===== config.mk =====
export PLATFORM = sky130hd
export DESIGN_NAME = store_monitor
export DESIGN_NICKNAME = d
export VERILOG_FILES = /design/src/rtl/store_monitor.sv
export SDC_FILE = /design/constraint.sdc
export NUM_CORES = 1
export LEC_CHECK = 0
export BUFFER_PORTS_ARGS = -buffer_cell sky130_fd_sc_hd__buf_2
export CORE_ASPECT_RATIO = 1.25
export CORE_MARGIN = 10
export CORE_UTILIZATION = 40
export DETAILED_ROUTE_END_ITERATION = 7
export GPL_ROUTABILITY_DRIVEN = 0
export MAX_ROUTING_LAYER = met4
export PLACE_DENSITY = 0.56
export SLEW_MARGIN = 20
export SYNTH_ARGS = -nofsm -noshare
export SYNTH_HDL_FRONTEND = slang
export SYNTH_SLANG_ARGS = --single-unit

===== constraint.sdc =====
create_clock -name clk -period 6.07 [get_ports clk]
set_input_delay 0.3035 -clock clk [delete_from_list [all_inputs] [get_ports clk]]
set_output_delay 0.3035 -clock clk [all_outputs]
set_load 0.005 [all_outputs]

===== src/rtl/store_monitor.sv =====
// store_monitor
//   Watches the core's data-memory write bus and checks each store, in
//   order, against a programmable table of expected (address, data) pairs.
//   Ends a run in PASS (all expected stores seen), FAIL/mismatch (a store
//   differs from the next expected entry, offending store captured) or
//   FAIL/timeout (TIMEOUT consecutive cycles without a store).
//
// Optional feature macro: STORE_MONITOR_IGNORE_EN
//   When defined, stores to IGNORE_ADR are skipped (loop scratch address)
//   and only restart the timeout counter.
//
// Ports
//   clk, reset            clock; asynchronous active-high reset
//   ld_en/ld_idx/ld_adr/ld_data   table write port (ignored while busy)
//   num_exp, start        number of entries to check; start pulse
//   memwrite/dataadr/writedata    core store bus
//   busy, done, pass      run status
//   fail_cause            0 none, 1 mismatch, 2 timeout
//   fail_adr, fail_data   mismatching store
//   match_cnt             stores matched so far in this run
module store_monitor #(
    parameter int DW         = 32,
    parameter int AW         = 32,
    parameter int DEPTH      = 8,
    parameter int TIMEOUT    = 1024,
    parameter int IGNORE_ADR = 80,
    localparam int IW        = (DEPTH > 1) ? $clog2(DEPTH) : 1,
    localparam int NW        = $clog2(DEPTH + 1),
    localparam int TW        = $clog2(TIMEOUT + 1)
) (
    input  logic          clk,
    input  logic          reset,
    input  logic          ld_en,
    input  logic [IW-1:0] ld_idx,
    input  logic [AW-1:0] ld_adr,
    input  logic [DW-1:0] ld_data,
    input  logic [NW-1:0] num_exp,
    input  logic          start,
    input  logic          memwrite,
    input  logic [AW-1:0] dataadr,
    input  logic [DW-1:0] writedata,
    output logic          busy,
    output logic          done,
    output logic          pass,
    output logic [1:0]    fail_cause,
    output logic [AW-1:0] fail_adr,
    output logic [DW-1:0] fail_data,
    output logic [NW-1:0] match_cnt
);

    typedef enum logic [1:0] {S_IDLE, S_RUN, S_PASS, S_FAIL} state_t;

    state_t        r_state, w_state_nxt;
    logic [NW-1:0] r_cnt, w_cnt_nxt;
    logic [NW-1:0] r_match_cnt, w_match_nxt;
    logic [1:0]    r_cause, w_cause_nxt;
    logic [AW-1:0] r_fail_adr, w_fail_adr_nxt;
    logic [DW-1:0] r_fail_data, w_fail_data_nxt;
    logic [TW-1:0] r_to, w_to_nxt;

    // Expected-store table: deliberately not reset so a harness can reload
    // once and re-run after reset.
    logic [AW-1:0] r_tab_adr  [DEPTH];
    logic [DW-1:0] r_tab_data [DEPTH];

    logic [IW-1:0] w_idx;
    logic [NW-1:0] w_match_inc;
    logic [NW-1:0] w_num_clamp;
    logic          w_hit;
    logic          w_skip;

    always_ff @(posedge clk) begin
        if (ld_en && r_state != S_RUN && 32'(ld_idx) < DEPTH) begin
            r_tab_adr[ld_idx]  <= ld_adr;
            r_tab_data[ld_idx] <= ld_data;
        end
    end

    // match_cnt < count <= DEPTH while running, so its low bits index the table.
    assign w_idx       = r_match_cnt[IW-1:0];
    assign w_match_inc = r_match_cnt + NW'(1);
    assign w_num_clamp = (32'(num_exp) > DEPTH) ? NW'(DEPTH) : num_exp;
    assign w_hit       = (dataadr == r_tab_adr[w_idx]) && (writedata == r_tab_data[w_idx]);

`ifdef STORE_MONITOR_IGNORE_EN
    assign w_skip = (dataadr == AW'(IGNORE_ADR));
`else
    assign w_skip = 1'b0;
`endif

    always_comb begin
        w_state_nxt     = r_state;
        w_cnt_nxt       = r_cnt;
        w_match_nxt     = r_match_cnt;
        w_cause_nxt     = r_cause;
        w_fail_adr_nxt  = r_fail_adr;
        w_fail_data_nxt = r_fail_data;
        w_to_nxt        = r_to;
        case (r_state)
            S_RUN: begin
                // A store always takes priority over an expiring timeout.
                if (memwrite) begin
                    if (w_skip) begin
                        w_to_nxt = '0;
                    end else if (w_hit) begin
                        w_match_nxt = w_match_inc;
                        w_to_nxt    = '0;
                        if (w_match_inc == r_cnt) w_state_nxt = S_PASS;
                    end else begin
                        w_state_nxt     = S_FAIL;
                        w_cause_nxt     = 2'd1;
                        w_fail_adr_nxt  = dataadr;
                        w_fail_data_nxt = writedata;
                    end
                end else if (r_to == TW'(TIMEOUT - 1)) begin
                    w_state_nxt = S_FAIL;
                    w_cause_nxt = 2'd2;
                end else begin
                    w_to_nxt = r_to + TW'(1);
                end
            end
            default: begin
                if (start) begin
                    w_cnt_nxt       = w_num_clamp;
                    w_match_nxt     = '0;
                    w_cause_nxt     = 2'd0;
                    w_fail_adr_nxt  = '0;
                    w_fail_data_nxt = '0;
                    w_to_nxt        = '0;
                    w_state_nxt     = (w_num_clamp == '0) ? S_PASS : S_RUN;
                end
            end
        endcase
    end

    always_ff @(posedge clk or posedge reset) begin
        if (reset) begin
            r_state     <= S_IDLE;
            r_cnt       <= '0;
            r_match_cnt <= '0;
            r_cause     <= '0;
            r_fail_adr  <= '0;
            r_fail_data <= '0;
            r_to        <= '0;
        end else begin
            r_state     <= w_state_nxt;
            r_cnt       <= w_cnt_nxt;
            r_match_cnt <= w_match_nxt;
            r_cause     <= w_cause_nxt;
            r_fail_adr  <= w_fail_adr_nxt;
            r_fail_data <= w_fail_data_nxt;
            r_to        <= w_to_nxt;
        end
    end

    assign busy       = (r_state == S_RUN);
    assign done       = (r_state == S_PASS) || (r_state == S_FAIL);
    assign pass       = (r_state == S_PASS);
    assign fail_cause = r_cause;
    assign fail_adr   = r_fail_adr;
    assign fail_data  = r_fail_data;
    assign match_cnt  = r_match_cnt;

endmodule


==> summary.md, run 1 <==
| Metric | Value |
|---|---|
| Core Area | `0.05968 sq mm` |
| Worst setup endpoint | `fail_adr[28]` |
| FF-to-FF End | `fail_adr[28]` |
| Clock transition at path regs | `70 ps` |
| FF+latch count, synth | `599` |
| CP Capture Type | `flip-flop` |
| H-tree Lvls | `2` |
| First-pass GRT wire length | `87690 um` |
| Storage cell area | `approximately 0.018 sq mm` |
| RSZ-0062 raised after global routing | `no` |
| ANT nets after route | `0` |
| R2R Setup Slk | `1380 ps` |
| Clock skew | `between 20 and 30 ps` |
| 1st-iter DRT viols | `860` |
| Initial antenna violation count | `7` |
| Asr flop ratio synth | `14.52%` |
| Post-CTS setup buffer count | `0` |
| Residual DRC | `0` |
| Main flop type after synthesis | `edfxtp_1` |
| Total GRT Usage | `between 10% and 20%` |
| Cell taking the most area after synthesis | `edfxtp_1` |
| Cell with the most instances after synthesis | `edfxtp_1` |
| Post-route setup TNS | `0 ps` |
| Top cell type's share of synthesized area | `63.62%` |
| Critical Path RT | `6590 ps` |
| Wire per inst | `about 23 um` |
| Final setup violation count | `0` |
| Vias per inst | `5.154` |
| Max_slew headroom | `34.41%` |
| Period minus WS final | `between 4000 and 5000 ps` |
| Syn nets | `1461` |
| CP arrival | `5210 ps` |
| IO Port Bufs | `212` |
| Clock buffer depth | `3` |
| Clock latency at the later pin of the worst-skew pair | `620 ps` |
| Vias in the first global route | `roughly 14000` |
| Worst Hold Margin | `9.798 ps` |
| Area of the multi-input gates | `0.006007 sq mm` |
| Cell Chain, Critical Path | `buf_4, mux4_2, mux2i_1, xnor2_1, nand4_1, nor4_1, nand4_1, o311ai_4, buf_4, mux2i_1` |
| Inst Count DP | `2264` |
| Mapped Avg Cell Area | `18.32 sq um` |
| Dpl hpwl | `35820 um` |
| DRT Wirelength | `58800 um` |
| Final Hold Violating Endpoints | `0` |
| Die outline width | `239.9 um` |
| Largest net degree at the start of global routing | `77` |
| Die ar. | `0.07071 sq mm` |
| Outcome | `complete, no violations` |
| Initial Util | `40.49%` |
| Most frequent cells after synthesis | `512 x edfxtp_1, 159 x mux2i_1, 109 x mux4_2` |
| Max Cap Violations | `0` |
| Register area share after synthesis | `between 70 and 80%` |
| I/O pin count | `213` |
| Crit path launch type | `flip-flop` |
| Num CTS Buffers | `58` |
| GR Overflow Total | `0` |
| Worst min path class | `primary input to flip-flop` |
| Area grow syn2layout | `21.69%` |
| Worst Tran Pin Value | `983.8 ps` |
| Crit path launch | `match_cnt[2]` |
| Reg2reg path depth | `10` |
| # rows | `100` |
| Clk sinks | `599` |
| Part of the cycle the worst path needs | `77.34%` |
| Fill cells | `4990` |
| Met2 wire len | `30060 um` |
| Crit Path Class | `flip-flop to flip-flop` |
| Leak Pwr | `10.53 nW` |
| Layout Cells excl Fill | `between 2000 and 3000` |
| Post-synthesis instance total | `1319` |
| Slowest-stage cell, CP | `dfrtp_4` |
| Share of cells above drive strength 1 | `26.98%` |
| Dominant cells by area after synthesis | `edfxtp_1 64%, mux4_2 10%, dfrtp_1 9.0%` |
| Post-CTS sizing | `0` |
| Die Ht | `294.8 um` |
| DR top layer | `met4` |
| Post-synth EDFFs | `512` |
| Number of detailed-route iterations in the first pass | `5` |
| Cell variety after synth | `44` |
| Worst flop-to-flop path startpoint | `match_cnt[2]` |
| Slew Limit Fails | `0` |
| Crit path largest cell delay | `910 ps` |
| M1 WL | `24470 um` |
| Crit-path max FO | `42` |
| DR WL met3 | `3260 um` |
| Highest clock rate | `0.2130 GHz` |
| Final nets | `about 1800` |
| Root buf cell | `clkbuf_16` |
| Netlist area before placement | `0.02417 sq mm` |
| CTS tree | `done` |
| Synth warn | `0` |
| DR vias | `about 13000` |
| VDD IR-drop max | `0.0002592 V` |
| Pwr Density | `336.6 mW/mm^2` |
report_power, final:
| part | total [W] | switching, W | internal, W |
|---|---|---|---|
| logic | 0.00115 | 0.000661 | 0.000485 |
| clock network | 0.00377 | 0.00156 | 0.00221 |
| registers | 0.00498 | 0.000157 | 0.00482 |
state kept, by name, summed over array words and instances (netlist names):
register	flops
fail_cause	2
fail_adr	32
r_tab_adr	256
r_to	11
r_state	2
r_tab_data	256
r_cnt	4
match_cnt	4
fail_data	32
critical path: cells and delay by family, from the launching register on:
kind,cells,cell delay (ps)
flip-flops,1,910
AND/OR/NAND/NOR,3,1280
multiplexers,3,840
XOR/XNOR,1,160
AO/OA/AOI/OAI,1,330
buffers and inverters,2,1000
area by class of cell:
| cell class | count | share of cell area [%] |
|---|---|---|
| clock inverter | 32 | 1.293 |
| timing repair buffer | 364 | 8.696 |
| multi-input combinational | 586 | 20.43 |
| clock buffer | 78 | 5.607 |
| sequential | 599 | 59.72 |
| inverter | 72 | 0.9275 |
| antenna | 9 | 0.07658 |
| tap | 765 | 3.255 |
worst min-delay path by stage:
| stage | end | slack, ps | start | depth (start not counted) |
|---|---|---|---|---|
| finish | fail_data[15] | 10 | writedata[15] | 3 |
| CTS | fail_data[5] | 2 | writedata[5] | 3 |
| global route | fail_adr[15] | 30 | dataadr[15] | 3 |
| floorplan | r_tab_adr[0][0] | 400 | ld_adr[0] | 0 |
| global placement | fail_data[7] | 470 | reset | 2 |
| detailed placement | fail_data[7] | 490 | reset | 2 |
metal layers:
metal  vias up  GRT usage (%)
met5         -              -
met4         0          4.048
met3        67          3.121
met2       326          28.73
met1      6696          21.09
li1       5822              -
per-stage QoR:
step,util (%),worst slack (ps),area (sq um),total power (W)
3_5_place_dp,43.79,1287,26140,0.006168
6_report,49.28,1376,29410,0.009900
2_1_floorplan,-,289.5,24170,0.005634
4_1_cts,49.24,1254,29390,0.01002
3_3_place_gp,43.79,1368,26140,0.006126
5_1_grt,49.26,1107,29400,0.01031
timing repair:
action | 4_1_cts | 5_1_grt
setup endpoints to repair | 0 | 0
hold buffers | 122 | 0
endpoints found under the hold margin | 616 | 0
placed cells by master, fill, tap and decap left out, types with 20 or more instances in the layout:
master,instances
mux4_2,109
a21oi_1,21
xnor2_1,60
dfrtp_1,84
buf_4,26
inv_1,70
nor2_1,20
edfxtp_1,512
dlygate4sd3_1,122
clkbuf_16,60
buf_2,212
mux2i_1,159
nand2_1,90
cells by family after synthesis:
| group | after synthesis | synth area share [%] |
|---|---|---|
| flip-flops | 599 | 72.62 |
| multiplexers | 269 | 16.79 |
| AND/OR/NAND/NOR | 188 | 3.655 |
| buffers and inverters | 134 | 2.821 |
| XOR/XNOR | 64 | 2.319 |
| AO/OA/AOI/OAI | 63 | 1.688 |
| adder cells (fa/ha/maj) | 2 | 0.1035 |
(Power assumes the default switching activity.)
==> inputs of run 2 (changes only) <==
- ABC_AREA: not set -> 1
- clock period: 6.07 -> 3.95 ns (I/O delays scaled with it)
==> run 2 against run 1 <==
Effect of this change: sequential cell count did not move; synthesized area rose by 7.0%; clock power rose by 44%; synthesized cell count rose by 94%; sequential share of layout area fell by 3.7 points; routed wire length rose by 28%; maximum frequency rose by 27%; total power rose by 52%; via count rose by 47%; critical path depth rose by 8; non-clock buffer count rose by 39.
==> summary.md, run 2 <==
| Metric | Value |
|---|---|
| VDD IR-drop max | `0.0003463 V` |
| Cell with the most instances after synthesis | `nand2_1` |
| Inst Count DP | `roughly 3500` |
| Asr flop ratio synth | `between 10% and 20%` |
| Pwr Density | `479.5 mW/mm^2` |
| Largest family of logic cells by synthesized area | `simple AND/OR/NAND/NOR gates` |
| CP Capture Type | `flip-flop` |
| Post-DP Area | `about 0.028 sq mm` |
| Regs by FF count | `r_tab_adr x256, r_tab_data x256` |
| Simple-gate portion of the synthesized area | `about a quarter` |
| Main flop type after synthesis | `edfxtp_1` |
| Clock latency at the later pin of the worst-skew pair | `640 ps` |
| DRT Wirelength | `75440 um` |
| R2R Setup Slk | `270 ps` |
| Final Hold Violating Endpoints | `0` |
| Post-synthesis mux area share | `0%` |
| First-pass GRT wire length | `between 100000 and 150000 um` |
| H-tree Lvls | `2` |
| Vias in the first global route | `18669` |
| Dpl hpwl | `around 46000 um` |
| Hold Crit Start | `ld_idx[1]` |
| Worst Tran Pin Value | `1024 ps` |
| Worst min path class | `primary input to flip-flop` |
| Adder-cell area share of the yosys netlist | `0.09679%` |
| Layout Cells excl Fill | `3801` |
| Critical Path RT | `between 4000 and 5000 ps` |
| ANT nets after route | `0` |
| Most frequent cells after synthesis | `919 x nand2_1, 512 x edfxtp_1, 412 x nand3_1` |
| Clock transition at path regs | `60 ps` |
| Initial Util | `about two fifths` |
| Highest clock rate | `0.2716 GHz` |
| Wire per inst | `19.85 um` |
| CP arrival | `around 4200 ps` |
| Slowest-stage cell, CP | `dfrtp_4` |
| Leak Pwr | `13.42 nW` |
| Cell variety after synth | `28` |
| Share of cells above drive strength 1 | `12.42%` |
| Buf/Inv on CP | `4` |
| Reg2reg path depth | `18` |
| Residual DRC | `0` |
| Cell area after layout | `approximately 0.031 sq mm` |
| Commonest non-fill, non-tap cell in the layout | `nand2_1` |
| Slew Limit Fails | `0` |
| Die Ht | `approximately 300 um` |
| Total GRT Usage | `20.07%` |
| Crit Path Class | `flip-flop to flip-flop` |
| RSZ-0062 raised after global routing | `no` |
| Compound-Gate Fraction of Synth Area | `under 10%` |
| Post-synth EDFFs | `512` |
| 1st-iter DRT viols | `between 1000 and 1500` |
| Vias per inst | `roughly 5.0` |
| Commonest cells after routing, fill and taps aside | `917 x nand2_1, 512 x edfxtp_1, 412 x nand3_1` |
| Critical path's top delay family | `simple AND/OR/NAND/NOR gates` |
| Cell taking the most area after synthesis | `edfxtp_1` |
| Num CTS Buffers | `59` |
| Max Cap Violations | `0` |
| Root buf cell | `clkbuf_16` |
| Core Area | `0.06428 sq mm` |
| Largest net degree at the start of global routing | `approximately 130` |
| Period minus WS final | `3683 ps` |
| Part of the cycle the worst path needs | `93.23%` |
| Clock skew | `about 31 ps` |
| FF+latch count, synth | `599` |
| Cell Chain, Critical Path | `inv_6, buf_16, buf_12, nand2_1, nand3_1, nand3_1, nand3_1, nand2_1, nor2_1, nand2_1, nor2_1, nand2_1, nor2_2, nand2_2, nand2_8, buf_4, nand3_1, o21ai_0` |
| Synthesized-area fraction occupied by xor and xnor cells | `less than 1%` |
| Final nets | `3041` |
| Crit path launch type | `flip-flop` |
| Post-CTS setup buffer count | `0` |
| Synth warn | `0` |
| CTS tree | `done` |
| Register area share after synthesis | `67.89%` |
| Post-synthesis instance total | `2557` |
| Clock buffer depth | `3` |
| Hold endpoint | `r_tab_adr[3][16]` |
| DR vias | `18960` |
| Top cell type's share of synthesized area | `59.47%` |
| Max_slew headroom | `31.72%` |
| Syn nets | `~2700` |
| Number of detailed-route iterations in the first pass | `5` |
| Initial antenna violation count | `5` |
| Worst flop-to-flop path startpoint | `match_cnt[0]` |
| Die ar. | `0.07527 sq mm` |
| Die outline width | `247.4 um` |
| FF-to-FF End | `fail_adr[23]` |
| Dominant cells by area after synthesis | `edfxtp_1 59%, nand2_1 13%, dfrtp_1 8.4%` |
| Mapped Avg Cell Area | `10.11 sq um` |
| I/O pin count | `213` |
| Worst path depth | `18` |
| Clk sinks | `599` |
| Crit-path max FO | `28` |
| IO Port Bufs | `212` |
| Crit path largest cell delay | `540 ps` |
| GR Overflow Total | `0` |
| Final setup violation count | `0` |
| # rows | `104` |
| Area grow syn2layout | `21.36%` |
| Worst hold path stage count | `3` |
| Outcome | `complete, no violations` |
| Netlist area before placement | `around 0.026 sq mm` |
==> run 2: cell types whose count changed after synthesis, sizes merged, moves of 10 or more <==
cell / delta
nand2: +830
nand3: +402
inv: +190
mux2i: -159
mux4: -109
nor2: +98
o21ai: +83
xnor2: -57
buf: +52
a21oi: -20
a22oi: -15
nor4: -12
nand2b: -10
==> run 2: area by class of cell <==
class,count,area (sq um)
inverter,261,991.0
clock buffer,75,1536
antenna,5,12.51
multi-input combinational,1575,6725
clock inverter,35,296.5
sequential,599,17560
tap,848,1061
fill,5890,32910
timing repair buffer,403,3191
==> run 2: what timing repair did <==
| action | 4_1_cts | 5_1_grt |
|---|---|---|
| hold buffers | 138 | 0 |
| endpoints found under the hold margin | 640 | 0 |
| endpoints found under the setup margin | 0 | 52 |
| gates resized for setup | 0 | 3 |
==> run 2: how the worst max path moves through the flow <==
stage	from	to	slack, ps
floorplan	r_state[1]	r_tab_adr[0][0]	-80
global placement	match_cnt[0]	match_cnt[2]	110
detailed placement	match_cnt[0]	fail_adr[23]	90
CTS	match_cnt[0]	match_cnt[2]	80
global route	match_cnt[0]	fail_adr[23]	20
finish	match_cnt[0]	fail_adr[23]	270
==> run 2: cells by family after synthesis <==
kind of cell / count (synthesis)
simple gates: 1465
buf+inv: 384
compound gates: 102
flops: 599
xor+xnor: 5
fa+ha+maj: 2
==> run 2: through the flow <==
step / util, % / setup TNS, ps / setup WS [ps] / total power (W) / hold WS, ps
global route: 48.81 / 0 / 21.13 / 0.01568 / 176.3
floorplan: - / -43050 / -84.09 / 0.008696 / 296.4
global placement: 43.72 / 0 / 106.1 / 0.009600 / 433.7
detailed placement: 43.72 / 0 / 90.21 / 0.009659 / 450.3
CTS: 48.72 / 0 / 79.22 / 0.01518 / 143.6
finish: 48.81 / 0 / 267.4 / 0.01505 / 178.6
==> run 2: per-layer routing <==
| layer | vias up | GRT usage (%) | wire length, um |
|---|---|---|---|
| li1 | 9116 | - | - |
| met1 | 9184 | 25.55 | 32650 |
| met2 | 560 | 33.17 | 37110 |
| met3 | 100 | 2.774 | 3962 |
| met4 | 0 | 5.139 | 1713 |
| met5 | - | - | 0 |
==> run 2: power breakdown <==
group / total, W / internal, W / leakage, nW / switching, W
clock: 0.00542 / 0.00301 / 0.898 / 0.00241
combinational: 0.00193 / 0.000708 / 6.74 / 0.00122
sequential: 0.00770 / 0.00744 / 5.78 / 0.000264
==> run 2: tightest hold or removal path, stage by stage <==
cell and delay (ps):
buf_2 110, nand2_1 160, nor2_4 140
